**config.mk**
```make
export PLATFORM = sky130hd
export DESIGN_NAME = spgd_adc_acquire
export DESIGN_NICKNAME = d
export VERILOG_FILES = /design/src/rtl/spgd_adc_pkg.sv /design/src/rtl/spgd_adc_accum.sv /design/src/rtl/spgd_adc_acquire.sv
export SDC_FILE = /design/constraint.sdc
export NUM_CORES = 1
export LEC_CHECK = 0
export BUFFER_PORTS_ARGS = -buffer_cell sky130_fd_sc_hd__buf_4
export CAP_MARGIN = 10
export CORE_ASPECT_RATIO = 1.1
export CORE_MARGIN = 4
export CORE_UTILIZATION = 61
export CTS_CLUSTER_SIZE = 8
export DETAILED_ROUTE_END_ITERATION = 10
export PLACE_DENSITY_LB_ADDON = 0.2
export RECOVER_POWER = 100
export SLEW_MARGIN = 10
export SYNTH_ARGS = -nofsm -noshare
export SYNTH_HDL_FRONTEND = slang
export SYNTH_SLANG_ARGS = --single-unit
export TNS_END_PERCENT = 50
```
**constraint.sdc**
```tcl
create_clock -name ADC_CLK -period 5 [get_ports ADC_CLK]
set_clock_uncertainty 0.2 [all_clocks]
set_input_delay 0.5 -clock ADC_CLK [delete_from_list [all_inputs] [get_ports ADC_CLK]]
set_output_delay 0.5 -clock ADC_CLK [all_outputs]
set_load 0.01 [all_outputs]
```
**src/rtl/spgd_adc_pkg.sv**
```systemverilog
// Shared types and helpers for the SPGD ADC acquisition front end.
package spgd_adc_pkg;

    typedef enum logic [2:0] {
        StIdle,
        StSettle,
        StAccum,
        StScale,
        StDone
    } adc_state_e;

    // Left shift that places raw full scale at +/-1.0 in the fixed-point result.
    function automatic int frac_shift(input int fp_width, input int int_width,
                                      input int raw_width);
        return fp_width - int_width - (raw_width - 1);
    endfunction

    // Clamp a signed value into the range of a signed 'width'-bit number.
    function automatic logic signed [31:0] sat_signed(input logic signed [31:0] value,
                                                      input int unsigned width);
        logic signed [31:0] hi;
        logic signed [31:0] lo;
        hi = (32'sd1 <<< (width - 1)) - 32'sd1;
        lo = -(32'sd1 <<< (width - 1));
        if (value > hi) return hi;
        if (value < lo) return lo;
        return value;
    endfunction

endpackage

```
**src/rtl/spgd_adc_accum.sv**
```systemverilog
// Sample accumulator: sums sign-extended samples until 2^LOG2_AVG have been taken.
module spgd_adc_accum #(
    parameter int unsigned RAW_WIDTH = 14,
    parameter int unsigned LOG2_AVG  = 4
) (
    input  logic                          clk,
    input  logic                          rst_n,
    input  logic                          clear,
    input  logic                          enable,
    input  logic [RAW_WIDTH-1:0]          sample,
    output logic [RAW_WIDTH+LOG2_AVG-1:0] acc,
    output logic                          reached
);

    logic [LOG2_AVG:0] count;

    // Count reaches exactly 2^LOG2_AVG, so its MSB alone flags completion.
    assign reached = count[LOG2_AVG];

    // Accumulate one sample per enabled cycle; further samples are ignored once full.
    always_ff @(posedge clk or negedge rst_n) begin
        if (!rst_n) begin
            acc   <= '0;
            count <= '0;
        end else if (clear) begin
            acc   <= '0;
            count <= '0;
        end else if (enable && !reached) begin
            acc   <= acc + {{LOG2_AVG{sample[RAW_WIDTH-1]}}, sample};
            count <= count + 1'b1;
        end
    end

endmodule

```
**src/rtl/spgd_adc_acquire.sv**
```systemverilog
// SPGD ADC acquisition: settle, average 2^LOG2_AVG samples, scale to fixed point.
// Optional build macro ADC_OFFSET_EN adds a per-sample saturated offset subtraction.
module spgd_adc_acquire
    import spgd_adc_pkg::*;
#(
    parameter int unsigned FP_WIDTH  = 32,
    parameter int unsigned INT_WIDTH = 16,
    parameter int unsigned RAW_WIDTH = 14,
    parameter int unsigned LOG2_AVG  = 4,
    parameter int unsigned SETTLE_W  = 16
) (
    input  logic                 ADC_CLK,
    input  logic                 REG_RST_N,
    input  logic                 ADC_EN,
    input  logic [RAW_WIDTH-1:0] ADC_RAW,
    input  logic                 ADC_RAW_VALID,
    input  logic [SETTLE_W-1:0]  SETTLE_CYC,
`ifdef ADC_OFFSET_EN
    input  logic [RAW_WIDTH-1:0] ADC_OFFSET,
`endif
    output logic [FP_WIDTH-1:0]  ADC_OUT,
    output logic                 ADC_DONE,
    output logic                 BUSY
);

    localparam int ACC_W      = int'(RAW_WIDTH + LOG2_AVG);
    localparam int FRAC_SHIFT = frac_shift(int'(FP_WIDTH), int'(INT_WIDTH), int'(RAW_WIDTH));

    if (FRAC_SHIFT < 0) begin : gen_width_check
        $error("spgd_adc_acquire: FP_WIDTH-INT_WIDTH must be >= RAW_WIDTH-1");
    end

    adc_state_e                state;
    logic [SETTLE_W-1:0]       settle_cnt;
    logic [RAW_WIDTH-1:0]      sample;
    logic [ACC_W-1:0]          acc;
    logic                      reached;
    logic                      acc_clear;
    logic                      acc_enable;
    logic signed [ACC_W-1:0]   avg_full;
    logic signed [FP_WIDTH-1:0] avg_ext;
    logic [FP_WIDTH-1:0]       scaled;

`ifdef ADC_OFFSET_EN
    logic signed [RAW_WIDTH:0] diff;
    logic signed [31:0]        diff_sat;

    // One extra bit keeps raw minus offset exact before clamping back to raw range.
    assign diff     = $signed({ADC_RAW[RAW_WIDTH-1], ADC_RAW})
                    - $signed({ADC_OFFSET[RAW_WIDTH-1], ADC_OFFSET});
    assign diff_sat = sat_signed(32'(diff), RAW_WIDTH);
    assign sample   = diff_sat[RAW_WIDTH-1:0];
`else
    assign sample = ADC_RAW;
`endif

    assign acc_clear  = (state == StIdle) && ADC_EN;
    assign acc_enable = (state == StAccum) && ADC_EN && ADC_RAW_VALID;

    // Arithmetic shift gives a floored mean; the cast sign-extends before scaling.
    assign avg_full = $signed(acc) >>> LOG2_AVG;
    assign avg_ext  = FP_WIDTH'(avg_full);
    assign scaled   = avg_ext <<< FRAC_SHIFT;

    spgd_adc_accum #(
        .RAW_WIDTH (RAW_WIDTH),
        .LOG2_AVG  (LOG2_AVG)
    ) u_accum (
        .clk     (ADC_CLK),
        .rst_n   (REG_RST_N),
        .clear   (acc_clear),
        .enable  (acc_enable),
        .sample  (sample),
        .acc     (acc),
        .reached (reached)
    );

    // Measurement FSM with settle counter and registered outputs.
    always_ff @(posedge ADC_CLK or negedge REG_RST_N) begin
        if (!REG_RST_N) begin
            state      <= StIdle;
            settle_cnt <= '0;
            ADC_OUT    <= '0;
            ADC_DONE   <= 1'b0;
            BUSY       <= 1'b0;
        end else begin
            case (state)
                StIdle: begin
                    if (ADC_EN) begin
                        state      <= StSettle;
                        settle_cnt <= SETTLE_CYC;
                        BUSY       <= 1'b1;
                    end
                end
                StSettle: begin
                    if (!ADC_EN) begin
                        state <= StIdle;
                        BUSY  <= 1'b0;
                    end else if (settle_cnt == '0) begin
                        state <= StAccum;
                    end else begin
                        settle_cnt <= settle_cnt - 1'b1;
                    end
                end
                StAccum: begin
                    if (!ADC_EN) begin
                        state <= StIdle;
                        BUSY  <= 1'b0;
                    end else if (reached) begin
                        state <= StScale;
                    end
                end
                StScale: begin
                    BUSY <= 1'b0;
                    if (!ADC_EN) begin
                        state <= StIdle;
                    end else begin
                        state    <= StDone;
                        ADC_OUT  <= scaled;
                        ADC_DONE <= 1'b1;
                    end
                end
                StDone: begin
                    // Four-phase: requester must drop ADC_EN before another request.
                    if (!ADC_EN) begin
                        state    <= StIdle;
                        ADC_DONE <= 1'b0;
                    end
                end
                default: begin
                    state    <= StIdle;
                    ADC_DONE <= 1'b0;
                    BUSY     <= 1'b0;
                end
            endcase
        end
    end

endmodule

```
==> impl_metrics.yaml, run 1 <==
cts:
  hold_buffers: 0
  insertion_delay_ns: 0.33
  post_cts_buffers: 0
  htreeDepth: 3
  postCtsResizedCells: 0
  clock_path_buffers: 2
  cts_sinks: 58
  cts_root_buf: "clkbuf_8"
  cts_tree: "built"
  clkTransAtPathRegs_ns: 0.06
  cts_buffers: 9
timing:
  fin_crit_ns: 3.14
  rsz0062_at_grt: "false"
  relSlewSlack: -1.07
  finalMaxSlewViolations: 59
  setup_viol: 0
  final.setup.tns_ns: 0
  timing.fmax_mhz: 318
  timing.final.crit_share: 0.629
  worstMarginPinSlew_ns: 3.10
  final_hold_viol_count: 0
final_layout:
  final_core_util: 0.699
  drive_gt1_frac: 0.177
  final_nets: 489
  multiInputGateArea_sq_um: 1980
  regArea_sq_um: 1450
  fin_area_sq_um: 4090
  layout_common_cells: "58 x dfrtp_1, 37 x o21ai_0, 35 x clkbuf_1"
  syn2layout_area_growth_pct: 9.38
  layout_commonest_cell: "dfrtp_1"
  antennaDiodeCount: 0
  fill_cells: 486
place:
  place_area_sq_um: 4090
  dp_hpwl_mm: 6.03
  numPortBuffers: 64
  gp_congestion: 0.907
synth:
  yosys-top-cells-area: "dfrtp_1 39%, ha_1 6.7%, mux2_2 4.2%, a21oi_1 4.2%, buf_4 3.8%"
  async_flop_share: 1.00
  synth_top_family_by_area: "compound AO/OA/AOI/OAI gates"
  synth-edff-count: 0
  synthSimpleGateAreaFrac: 0.150
  seq_area_frac_synth: 0.389
  synth_top_cell_area_share: 0.389
  syn_area_sq_um: 3730
  synthFlopType: "dfrtp_1"
  synth_fa_ha_area_frac: 0.0750
  synth_cells: 392
  synthXorXnorAreaFrac: 0.0305
  muxShareOfSynthArea: 0.0422
  synth_top_area_cell: "dfrtp_1"
  synth_cell_types: 65
  ys_seq_elements: 58
  synth-compound-area-share: 0.241
  syn_avg_cell_area_sq_um: 9.53
  yosys_warnings: 0
outcome:
  outcome: "finished with violations"
  violations: "max-capacitance violations, max-slew violations"
floorplanning:
  start_util: 0.639
  core_area_sq_um: 5840
  rows: 29
  die_w_um: 82.6
  io_pins: 68
  die_y_um: 90.1
  fp.dieArea_sq_um: 7440
global_routing:
  grt_max_degree: 59
  antenna_found_initial: 0
  grt_usage: 0.241
  grt_pass1_wl_mm: 14.1
  overflow: 0
  grt_pass1_vias: 3108
power:
  p_per_area_nw_per_um2: 404
  p_leak_uw: 0.00185
  ir_drop_uv: 297
drt:
  drt-wirelength-per-cell_um: 16.4
  drt_first_pass_iters: 5
  via_per_inst: 6.08
  wirelength_mm: 8.43
  detail-route-antenna-nets: 0
  vias: 3117
  drc: 0
  drt_iter0_drc: 165
setup_path:
  cp_max_fo: 58
  cp.required_ns: 4.55
  critical_path.startpoint_type: "input pin"
  cp_top_family: "buffers and inverters"
  max_stage_delay_ns: 2.14
  critPathCaptureType: "async pin"
  cp_slowest_cell: "clkbuf_1"
  crit_arrival_ns: 2.70
  worstPathCellList: "clkbuf_1"
  critPathBufInv: 1
  path_class: "in -> async"
run:
  cap_violations: 1
min_path:
  hold_class: "in -> reg"
==> metal layers <==
layer,up-vias,part of all wire,track usage
li1,1515,-,-
met1,1502,0.42,0.291
met2,81,0.51,0.407
met3,19,0.047,0.0530
met4,0,0.024,0.0981
met5,-,0,0
==> cell type report <==
cell class / instances / area share
Sequential cell: 58 / 0.355
Timing Repair Buffer: 66 / 0.0910
Inverter: 6 / 0.00551
Clock buffer: 13 / 0.0389
Multi-Input combinational cell: 293 / 0.486
Tap cell: 77 / 0.0236
==> sequential cells by signal, summed over array words and instances, names as in the netlist <==
name,cells
u_accum.acc,18
ADC_DONE,1
settle_cnt,16
state,3
u_accum.count,5
BUSY,1
ADC_OUT,14
==> path summary, 6_finish.rpt <==
kind / start / to / slack (ns) / cells after the start
worst max register to register: settle_cnt[8]$_DFFE_PN0P_ / settle_cnt[4]$_DFFE_PN0P_ / 2.11 / 6
worst min-delay path: SETTLE_CYC[2] / settle_cnt[2]$_DFFE_PN0P_ / 0.23 / 3
max in group ADC_CLK: settle_cnt[8]$_DFFE_PN0P_ / settle_cnt[4]$_DFFE_PN0P_ / 2.11 / 6
worst max-delay path: REG_RST_N / settle_cnt[4]$_DFFE_PN0P_ / 1.86 / 1
min in group asynchronous: REG_RST_N / settle_cnt[5]$_DFFE_PN0P_ / 0.97 / 1
worst min register to register: settle_cnt[9]$_DFFE_PN0P_ / settle_cnt[9]$_DFFE_PN0P_ / 0.30 / 1
==> synthesized netlist by cell type, drive strengths merged, types with 6 or more instances <==
master and count:
dfrtp 58, o21ai 46, a21oi 34, nand2 31, nor2 30, buf 23
ha 20, clkbuf 14, mux2 14, a211oi 8, xor2 8, nand4 7
nor3 7, inv 6, nand3 6
==> stage by stage <==
| step | hold WS, ns | power (uW) | setup WS (ns) | cells |
|---|---|---|---|---|
| floorplan | 0.00441 | 1190 | 2.42 | 394 |
| global placement | 0.276 | 1320 | 2.11 | 500 |
| detailed placement | 0.279 | 1350 | 2.03 | 500 |
| CTS | 0.0461 | 1730 | 2.13 | 513 |
| global route | 0.222 | 1770 | 1.27 | 513 |
| finish | 0.232 | 1650 | 1.86 | 513 |
==> cells by family (layout without fill, tap and decap cells) <==
group / count (synthesis) / in the layout
buffers and inverters: 43 / 85
XOR/XNOR: 13 / 13
AND/OR/NAND/NOR: 110 / 110
adder cells (fa/ha/maj): 22 / 22
multiplexers: 14 / 14
AO/OA/AOI/OAI: 131 / 131
other: 1 / 3
flip-flops: 58 / 58
==> power by group <==
| group | switching (uW) | internal [uW] | leakage, uW |
|---|---|---|---|
| registers | 110 | 579 | 0.000762 |
| clock network | 174 | 199 | 0.0000815 |
| logic | 349 | 239 | 0.00101 |
No activity file was read; power rests on OpenSTA's default activity.
==> inputs of run 2 (changes only) <==
Settings changed: CORE_UTILIZATION 61 to 56.
Clock period 5 ns to 3.14 ns, I/O delays scaled along.
==> run 2 against run 1 <==
The flow now finishes without violations. Via count decreased by 0.38%. Sequential share of layout area decreased by 1.1 points. Sequential cell count unchanged. Highest routed layer unchanged.
==> impl_metrics.yaml, run 2 (synthesis gave the netlist of run 1 again) <==
final_layout:
  drive_gt1_frac: 0.196
  final_nets: 494
  syn2layout_area_growth_pct: 13.0
  largestRegisters: "u_accum.acc: 18 flops, settle_cnt: 16 flops, ADC_OUT: 14 flops"
  layout_commonest_cell: "dfrtp_1"
  finalNonFillerCells: 524
  layout_common_cells: "58 x dfrtp_1, 35 x o21ai_0, 35 x buf_4"
  largest_reg_flops: 18
  top_register: "u_accum.acc"
  antennaDiodeCount: 0
setup_path:
  critical_path.startpoint_type: "flop"
  max_stage_delay_ns: 0.63
  cp_slowest_cell: "or4_1"
  path_class: "reg -> reg"
  crit_arrival_ns: 2.93
  worstPathCellList: "or4_1 > or3_1 > o21a_4 > a21oi_2 > buf_12 > o21ai_0 > o21ai_2"
  cp_max_fo: 13
  cp.required_ns: 3.21
  critPathCaptureType: "flop"
  rrSetupSlack_ns: 0.28
  cp_top_family: "simple AND/OR/NAND/NOR gates"
  critPathBufInv: 1
drt:
  detail-route-antenna-nets: 0
  drc: 0
  vias: 3105
  drt-wirelength-per-cell_um: 16.3
  wirelength_mm: 8.53
  drt_iter0_drc: 156
  drt_first_pass_iters: 4
  via_per_inst: 5.93
global_routing:
  met1_usage: 0.261
  overflow: 0
  grt_max_degree: 59
  grt_usage: 0.224
  grt_pass1_vias: 3192
  use_met3: 0.0482
  grt.busiest_layer: "met2"
  grt_use_met2: 0.400
  grt_pass1_wl_mm: 14.5
  antenna_found_initial: 0
place:
  dp_hpwl_mm: 5.89
  gp_congestion: 0.881
  numPortBuffers: 64
  dp_cells: 507
timing:
  setup_viol: 0
  relSlewSlack: 0.0380
  timing.fmax_mhz: 350
  finalMaxSlewViolations: 0
  final_hold_viol_count: 0
  worstMarginPinSlew_ns: 1.44
  timing.final.crit_share: 0.910
  rsz0062_at_grt: "false"
  fin_crit_ns: 2.86
  final.setup.tns_ns: 0
cts:
  htreeDepth: 3
  cts_buffers: 9
  cts_root_buf: "clkbuf_8"
  cts_tree: "built"
  clkTransAtPathRegs_ns: 0.07
  clock_path_buffers: 2
  cts_sinks: 58
  insertion_delay_ns: 0.34
min_path:
  hold_class: "in -> reg"
power:
  p_per_area_nw_per_um2: 690
  ir_drop_uv: 371
  p_leak_uw: 0.00191
floorplanning:
  core_area_sq_um: 6310
  start_util: 0.592
  rows: 30
  fp.dieArea_sq_um: 8040
  die_w_um: 85.9
  io_pins: 68
  die_y_um: 93.7
run:
  cap_violations: 0
outcome:
  outcome: "finished clean"
## run 2: changes by cell type in the layout (fill, tap and decap cells not counted), sizes merged
cell / change
buf: +3
clkinvlp: +1
bufinv: +3
clkinv: +1
clkbuf: -1
dlygate4sd3: +1
## run 2: cell type report
| cell class | count | area, sq um |
|---|---|---|
| repair buffers | 71 | 423 |
| clock inverters | 5 | 103 |
| inverters | 6 | 22.5 |
| clock buffers | 11 | 131 |
| fillers | 564 | 2090 |
| multi-input cells | 293 | 1990 |
| well taps | 80 | 100 |
| flip-flops and latches | 58 | 1450 |
## run 2: what timing repair did
| action | 4_1_cts | 5_1_grt |
|---|---|---|
| resized for setup | 0 | 1 |
| buffers inserted | 0 | 0 |
| endpoints found under the setup margin | 0 | 1 |
| hold buffers | 1 | 0 |
| hold endpoints to repair | 58 | 0 |
## run 2: worst reg2reg max path, stage by stage, from the launching register on
cell and delay [ns]:
dfrtp_1 0.40, or4_1 0.63, or3_1 0.42, o21a_4 0.25, a21oi_2 0.47, buf_12 0.22, o21ai_0 0.12, o21ai_2 0.08
## run 2: final timing paths
kind                                             from                    endpoint  depth (start not counted)
max in group asynchronous                   REG_RST_N  u_accum.acc[3]$_DFFE_PN0P_                          2
min in group asynchronous                   REG_RST_N   settle_cnt[5]$_DFFE_PN0P_                          2
max                         settle_cnt[8]$_DFFE_PN0P_   settle_cnt[5]$_DFFE_PN0P_                          7
min                                     SETTLE_CYC[0]   settle_cnt[0]$_DFFE_PN0P_                          3
max reg2reg                 settle_cnt[8]$_DFFE_PN0P_   settle_cnt[5]$_DFFE_PN0P_                          7
min reg2reg                u_accum.acc[3]$_DFFE_PN0P_  u_accum.acc[3]$_DFFE_PN0P_                          2
## run 2: metal layers
layer,up-vias,part of all wire
li1,1508,-
met1,1501,0.41
met2,75,0.52
met3,21,0.051
met4,0,0.020
met5,-,0
## run 2: per-stage QoR
stage          instance area (sq um)  hold WS [ns]  total power [uW]   util  worst slack, ns
6_report                        4220        0.0247              2910  0.669            0.282
5_1_grt                         4220        0.0405              3100  0.669            0.149
4_1_cts                         4380        0.0243              3020  0.694            0.301
3_5_place_dp                    4130         0.229              2170  0.655            0.408
3_3_place_gp                    4130         0.226              2130  0.655            0.453
2_1_floorplan                   3740        -0.182              1890      -            0.708
## run 2: power breakdown
part / internal [uW] / total (uW) / switching (uW) / leakage [uW]
Sequential: 922 / 1100 / 179 / 0.000762
Combinational: 401 / 972 / 570 / 0.00104
Clock: 527 / 840 / 313 / 0.000114
